**src/rtl/reg_dump_reader.sv**
```systemverilog
// reg_dump_reader: walks a register-file index range and streams each value out over valid/ready
module reg_dump_reader #(
    parameter int DATA_W = 16,
    parameter int ADDR_W = 4
) (
    input  logic              Clk,
    input  logic              Rst,
    input  logic              Start,
    input  logic              Abort,
    input  logic [ADDR_W-1:0] FirstReg,
    input  logic [ADDR_W-1:0] LastReg,
    output logic [ADDR_W-1:0] RdAddr,
    input  logic [DATA_W-1:0] RdData,
    output logic              OutValid,
    input  logic              OutReady,
    output logic [DATA_W-1:0] OutData,
    output logic [ADDR_W-1:0] OutIndex,
    output logic              OutLast,
    output logic              Busy,
    output logic              Done
);
    typedef enum logic [1:0] {IDLE, ADDR, SEND, FIN} state_t;

    state_t            state_q, state_d;
    logic [ADDR_W-1:0] rd_addr_q, rd_addr_d;
    logic [ADDR_W-1:0] last_q, last_d;
    logic [ADDR_W-1:0] index_q, index_d;
    logic [DATA_W-1:0] data_q, data_d;
    logic              valid_q, valid_d;
    logic              out_last_q, out_last_d;

    // state and output registers; reset clears everything and drops any dump in flight
    always_ff @(posedge Clk) begin
        if (Rst) begin
            state_q    <= IDLE;
            rd_addr_q  <= '0;
            last_q     <= '0;
            index_q    <= '0;
            data_q     <= '0;
            valid_q    <= 1'b0;
            out_last_q <= 1'b0;
        end else begin
            state_q    <= state_d;
            rd_addr_q  <= rd_addr_d;
            last_q     <= last_d;
            index_q    <= index_d;
            data_q     <= data_d;
            valid_q    <= valid_d;
            out_last_q <= out_last_d;
        end
    end

    // next state: read address settles in ADDR, word is captured into the output stage, then held until accepted
    always_comb begin
        state_d    = state_q;
        rd_addr_d  = rd_addr_q;
        last_d     = last_q;
        index_d    = index_q;
        data_d     = data_q;
        valid_d    = valid_q;
        out_last_d = out_last_q;
        if (Abort && state_q != IDLE) begin
            state_d    = IDLE;
            valid_d    = 1'b0;
            out_last_d = 1'b0;
        end else begin
            case (state_q)
                IDLE: begin
                    if (Start) begin
                        rd_addr_d = FirstReg;
                        last_d    = LastReg;
                        state_d   = ADDR;
                    end
                end
                ADDR: begin
                    data_d     = RdData;
                    index_d    = rd_addr_q;
                    valid_d    = 1'b1;
                    out_last_d = rd_addr_q == last_q;
                    state_d    = SEND;
                end
                SEND: begin
                    if (OutReady) begin
                        valid_d = 1'b0;
                        if (out_last_q) begin
                            out_last_d = 1'b0;
                            state_d    = FIN;
                        end else begin
                            rd_addr_d = rd_addr_q + ADDR_W'(1);
                            state_d   = ADDR;
                        end
                    end
                end
                FIN: state_d = IDLE;
                default: state_d = IDLE;
            endcase
        end
    end

    assign RdAddr   = rd_addr_q;
    assign OutValid = valid_q;
    assign OutData  = data_q;
    assign OutIndex = index_q;
    assign OutLast  = out_last_q;
    assign Busy     = state_q != IDLE;
    assign Done     = state_q == FIN;
endmodule

```
**config.mk**
```make
export PLATFORM = sky130hd
export DESIGN_NAME = reg_dump_reader
export DESIGN_NICKNAME = d
export VERILOG_FILES = /design/src/rtl/reg_dump_reader.sv
export SDC_FILE = /design/constraint.sdc
export NUM_CORES = 1
export LEC_CHECK = 0
export BUFFER_PORTS_ARGS = -buffer_cell sky130_fd_sc_hd__buf_2
export CAP_MARGIN = 20
export CORE_ASPECT_RATIO = 0.5
export CORE_MARGIN = 1.5
export CORE_UTILIZATION = 45
export CTS_BUF_LIST = sky130_fd_sc_hd__clkbuf_8
export DETAILED_ROUTE_END_ITERATION = 16
export PLACE_DENSITY_LB_ADDON = 0.3
export SLEW_MARGIN = 0
export SYNTH_ARGS = -nofsm -noshare
export SYNTH_HDL_FRONTEND = slang
export SYNTH_SLANG_ARGS = --single-unit
```
**constraint.sdc**
```tcl
create_clock -name Clk -period 3.5 [get_ports Clk]
set_input_delay 0.35 -clock Clk [delete_from_list [all_inputs] [get_ports Clk]]
set_output_delay 0.35 -clock Clk [all_outputs]
set_load 0.1 [all_outputs]
```
# Word level (Yosys, flattened, before mapping)
# Index checks and enable logic that the tools add are counted.
[classes] addsub=1 n_eq_ne=7 muxes=11 bitwise=1 reduce_logical=11
[ops] cell="two-way mux 4 bit" count=3
[ops] cell="case mux 2 bit (4 select lines)" count=1
[ops] cell="case mux 4 bit (2 select lines)" count=1
[ops] cell="two-way mux 2 bit" count=3
[ops] cell="inequality test 2 bit, second input constant" count=3
[ops] cell="AND reduction 2 bit" count=3
[ops] cell="nonzero test 2 bit" count=3
[ops] cell="AND reduction 5 bit" count=1
[ops] cell="adder 4 x 1 -> 4 bit, second input constant" count=1
[ops] cell="== test 2 bit, second input constant" count=2
[ops] cell="== test 4 bit" count=1
[ops] cell="case mux 1 bit (2 select lines)" count=2
[ops] cell="AND reduction 3 bit" count=1
[ops] cell="== test 2 x 1 -> 1 bit, second input constant" count=1
[ops] cell="zero test 2 bit" count=1
[ops] cell="OR reduction 2 bit" count=1
[ops] cell="logical AND 1 bit" count=1
[ops] cell="two-way mux 1 bit" count=1
[ops] cell="NOT 1 bit" count=1
[totals] reg_bits=32 in_bits=29 output_inout_bits=28 wordCells=38

# Logic depth before layout (Yosys ltp)
[depth] depth_word=4 ltp_mapped=6 depth_no_buf=5

# Least setup slack after synthesis
# OpenSTA, ideal clock, no wires.
[synth_timing] path_type="reg-to-reg" startpoint="reg rd_addr_q[0] (netlist: RdAddr[0])" endpoint="reg rd_addr_q[2] (netlist: RdAddr[2])" setup_time_ps=71 arrival_ps=1717 required_time_ps=3429 path_slack_ps=1713 path_stages_with_launch=6 n_path_buf=0 synth_period_minus_slack_ps=1787 cell_sequence="dfxtp_1 > ha_1 > nor2b_1 > mux2_2 > nand2_1 > a21oi_1"
[synth_between] elab_chain_cells=4
[synth_lines] item="start: declaration" line_no="25" text="logic [ADDR_W-1:0] rd_addr_q, rd_addr_d;"
[synth_lines] item="start signal: assignment" line_no="44" text="rd_addr_q <= rd_addr_d;"
[synth_lines] item="adder 4 x 1 -> 4 bit" line_no="89" text="rd_addr_d = rd_addr_q + ADDR_W'(1);"
[synth_lines] item="two-way mux 4 bit" line_no="85" text="if (out_last_q) begin"
[synth_lines] item="two-way mux 4 bit" line_no="83" text="if (OutReady) begin"
[synth_lines] item="case mux 4 bit (2 select lines)" line_no="67" text="case (state_q)"
# Every way passes these cells. The select of a mux whose other input is x is not followed.
# A chain may end at the register's enable or synchronous reset.

# Final worst setup path
[layout_timing] startpoint="reg state_q[1]" endpoint="out Done"
[layout_between] elab_chain_cells=1
[layout_lines] item="start: declaration" line_no="24" text="state_t state_q, state_d;"
[layout_lines] item="start signal: assignment" line_no="43" text="state_q <= state_d;"
[layout_lines] item="== test 2 bit" line_no="106" text="assign Done = state_q == FIN;"
[layout_lines] item="end: declaration" line_no="20" text="output logic Done"
# Every way passes these cells.

==> impl_metrics.tcl <==
set metrics [dict create \
    status "complete, no violations" \
    syn2layout_area_growth_pct 28.03 \
    switchingPower_mw 0.2847 \
    fin_crit_ns 1.785 \
    cts_made_buffers 5 \
    cts_tree "done" \
    power.internal_mw 0.6373 \
    finalCritPeriodShare_pct 51.00 \
    max-cap-violations 0 \
    hold_path_depth 3 \
    htree_levels 2 \
    synth_top_cell_by_area "dfxtp_1" \
    drt_iter0_markers 56 \
    cts-hold-fix-buffers 0 \
    cts_resized 0 \
    worstPathArrival_ns 1.43 \
    p_total_mw 0.9221 \
    final-instance-count-excl-fill 255 \
    worst-setup-path-type "reg -> out" \
    hold_violations 0 \
    hold_class "in -> reg" \
    design_area_mm2 0.001772 \
    io-pin-count 57 \
    maxSlewViolCount 0 \
    die_w_um 81.43 \
    gp_congestion 0.7971 \
    critPathSlowestCell "dfxtp_1" \
    drc 0 \
    first_pass_iters 4 \
    wl_per_cell_um 11.99 \
    slew-limit-headroom_pct 55.44 \
    wl_um 3058 \
    num_antenna_cells 0 \
    place_area_mm2 0.001664 \
    coreArea_mm2 0.002749 \
    fin_nets 247 \
    critPathRequiredTime_ns 3.15 \
    hold_slack_ns 0.3027 \
    syn_nets 193 \
    synth_edf_count 0 \
    antenna_found_initial 0 \
    cp.depth 2 \
    yosys_most_used_dff "dfxtp_1" \
    yosysWarnings 0 \
    p_seq_share_pct 43.0 \
    async_reset_ff_share_pct 0 \
    p_sw_share_pct 30.88 \
    rows 13 \
    cts-root-buf "clkbuf_8" \
    post_drt_via_cell_ratio 5.016 \
    worst_setup_path_start_kind "flop" \
    die_area_mm2 0.003437 \
    path_cells "and2_1, buf_2" \
    syn_area_mm2 0.001384 \
    power_frac_clock_pct 37.0 \
    end_kind "primary output" \
    die_h_um 42.21 \
    grt_max_degree 33 \
    r2r_cells 4 \
    ys_seq_area_share_pct 46.29 \
    postRouteAntennaNets 0 \
    powerDensity_mw_per_mm2 520.4 \
    vdd_drop_max_mv 0.2228 \
    clkTransAtPathRegs_ns 0.07 \
    cts_sinks 32 \
    fmax_mhz 560.3 \
    synth_top_area_share_pct 46.29 \
    synth_commonest_cells "nand2_1, dfxtp_1, a21oi_1" \
    rsz0062_at_grt "no" \
    path_buf_inv 1 \
    leakagePower_nw 0.7883 \
    numPortBuffers 56 \
    tns_ns 0 \
    cts.path.max_buffers 2 \
    grt_overflow 0 \
    drive_above_1_share_pct 33.94 \
    ys_top_cells_by_area "dfxtp_1, nand2_1, a21oi_1, mux2i_1, xnor2_1" \
    yosysUniqueCellTypes 35 \
    post_cts_buffers 0 \
    skew_ns 0.003592 \
    crit_fanout 11 \
    setup_viol 0 \
    tightest_slew_ns 0.6685 \
    synth_seq_cells 32 \
    track_usage_pct 18.55 \
    nFillCells 239 \
    vias 1279 \
    synth_cells 163 \
    grt_pass1_vias 1103 \
    avgSynthCellArea_um2 8.490 \
    grt_first_pass_wirelength_um 4809 \
    hpwlAfterDp_um 2102 \
    start_util_pct 50.34 \
    path_delay_family "flip-flops" \
    cpPeakStageDelay_ns 0.55 \
    insertion_delay_ns 0.28 \
    combPwrFrac_pct 20.1 \
    post-synth-top-count-cell "nand2_1" \
    placed_cells 247 \
]
## cell usage in the layout (no fill, tap or decap), drive strengths merged, types with 3 or more instances in the layout
master	count
a21oi	23
and2	3
buf	57
clkbuf	5
dfxtp	32
inv	3
mux2i	4
nand2	45
nand2b	6
nor2	10
xnor2	4
## worst reg2reg max path: cells and delay by family, from the launching register on
kind	cells	cell delay, ns
AND/OR/NAND/NOR	3	0.89
AO/OA/AOI/OAI	1	0.16
flip-flops	1	0.55
## per-layer routing
metal / GRT usage, % / routed length [um] / part of all wire (%) / up-vias
li1: - / - / - / 650
met2: 30.08 / 1394 / 46 / 41
met5: 0 / 0 / 0 / -
met4: 8.276 / 20 / 0.65 / 0
met1: 22.30 / 1415 / 46 / 585
met3: 6.087 / 227 / 7.4 / 3
## flip-flops by register name (all words and copies together), names as in the netlist
signal,flops
OutData,16
OutIndex,4
state_q,2
OutLast,1
RdAddr,4
OutValid,1
last_q,4
## power by group through the flow
stage               registers (mW)  clock network [mW]  logic [mW]
detailed placement           0.404                   0       0.185
global route                 0.398               0.367       0.196
global placement             0.404                   0       0.182
finish                       0.396               0.341       0.185
CTS                          0.396               0.348       0.186
floorplan                    0.482                   0      0.0689
## through the flow
step           worst slack [ns]  util (%)
3_3_place_gp              1.623     60.13
3_5_place_dp              1.872     60.54
2_1_floorplan             1.713         -
6_report                  1.715     64.45
5_1_grt                   1.649     64.45
4_1_cts                   1.722     64.45
## logic make-up (layout without fill, tap and decap cells)
family                     Yosys count  count (layout)  synth area share (%)
buffers and inverters               12              67                 4.701
and+or+nand+nor                     74              74                 26.40
DFF                                 32              32                 46.29
xor gates and xnor gates             4               4                 2.531
muxes                                5               5                 3.707
adders and majority gates            1               1                0.9040
AOI/OAI and AO/OA                   35              35                 15.46
## layout make-up
class | count | area, um^2 | share of cell area, %
multi-input combinational | 119 | 678.2 | 38.28
sequential | 32 | 640.6 | 36.16
timing repair buffer | 57 | 291.5 | 16.45
clock buffer | 5 | 68.82 | 3.884
tap | 37 | 46.29 | 2.613
clock inverter | 3 | 38.79 | 2.189
inverter | 2 | 7.507 | 0.4237
## path summary, 6_finish.rpt
| path | endpoint | startpoint | slack [ns] |
|---|---|---|---|
| min reg2reg | OutIndex[3] | OutIndex[3] | 0.45 |
| min | OutData[3] | RdData[3] | 0.30 |
| max | Done | state_q[1] | 1.72 |
| max reg2reg | OutData[11] | state_q[1] | 1.84 |
No activity file was read; power rests on OpenSTA's default activity.
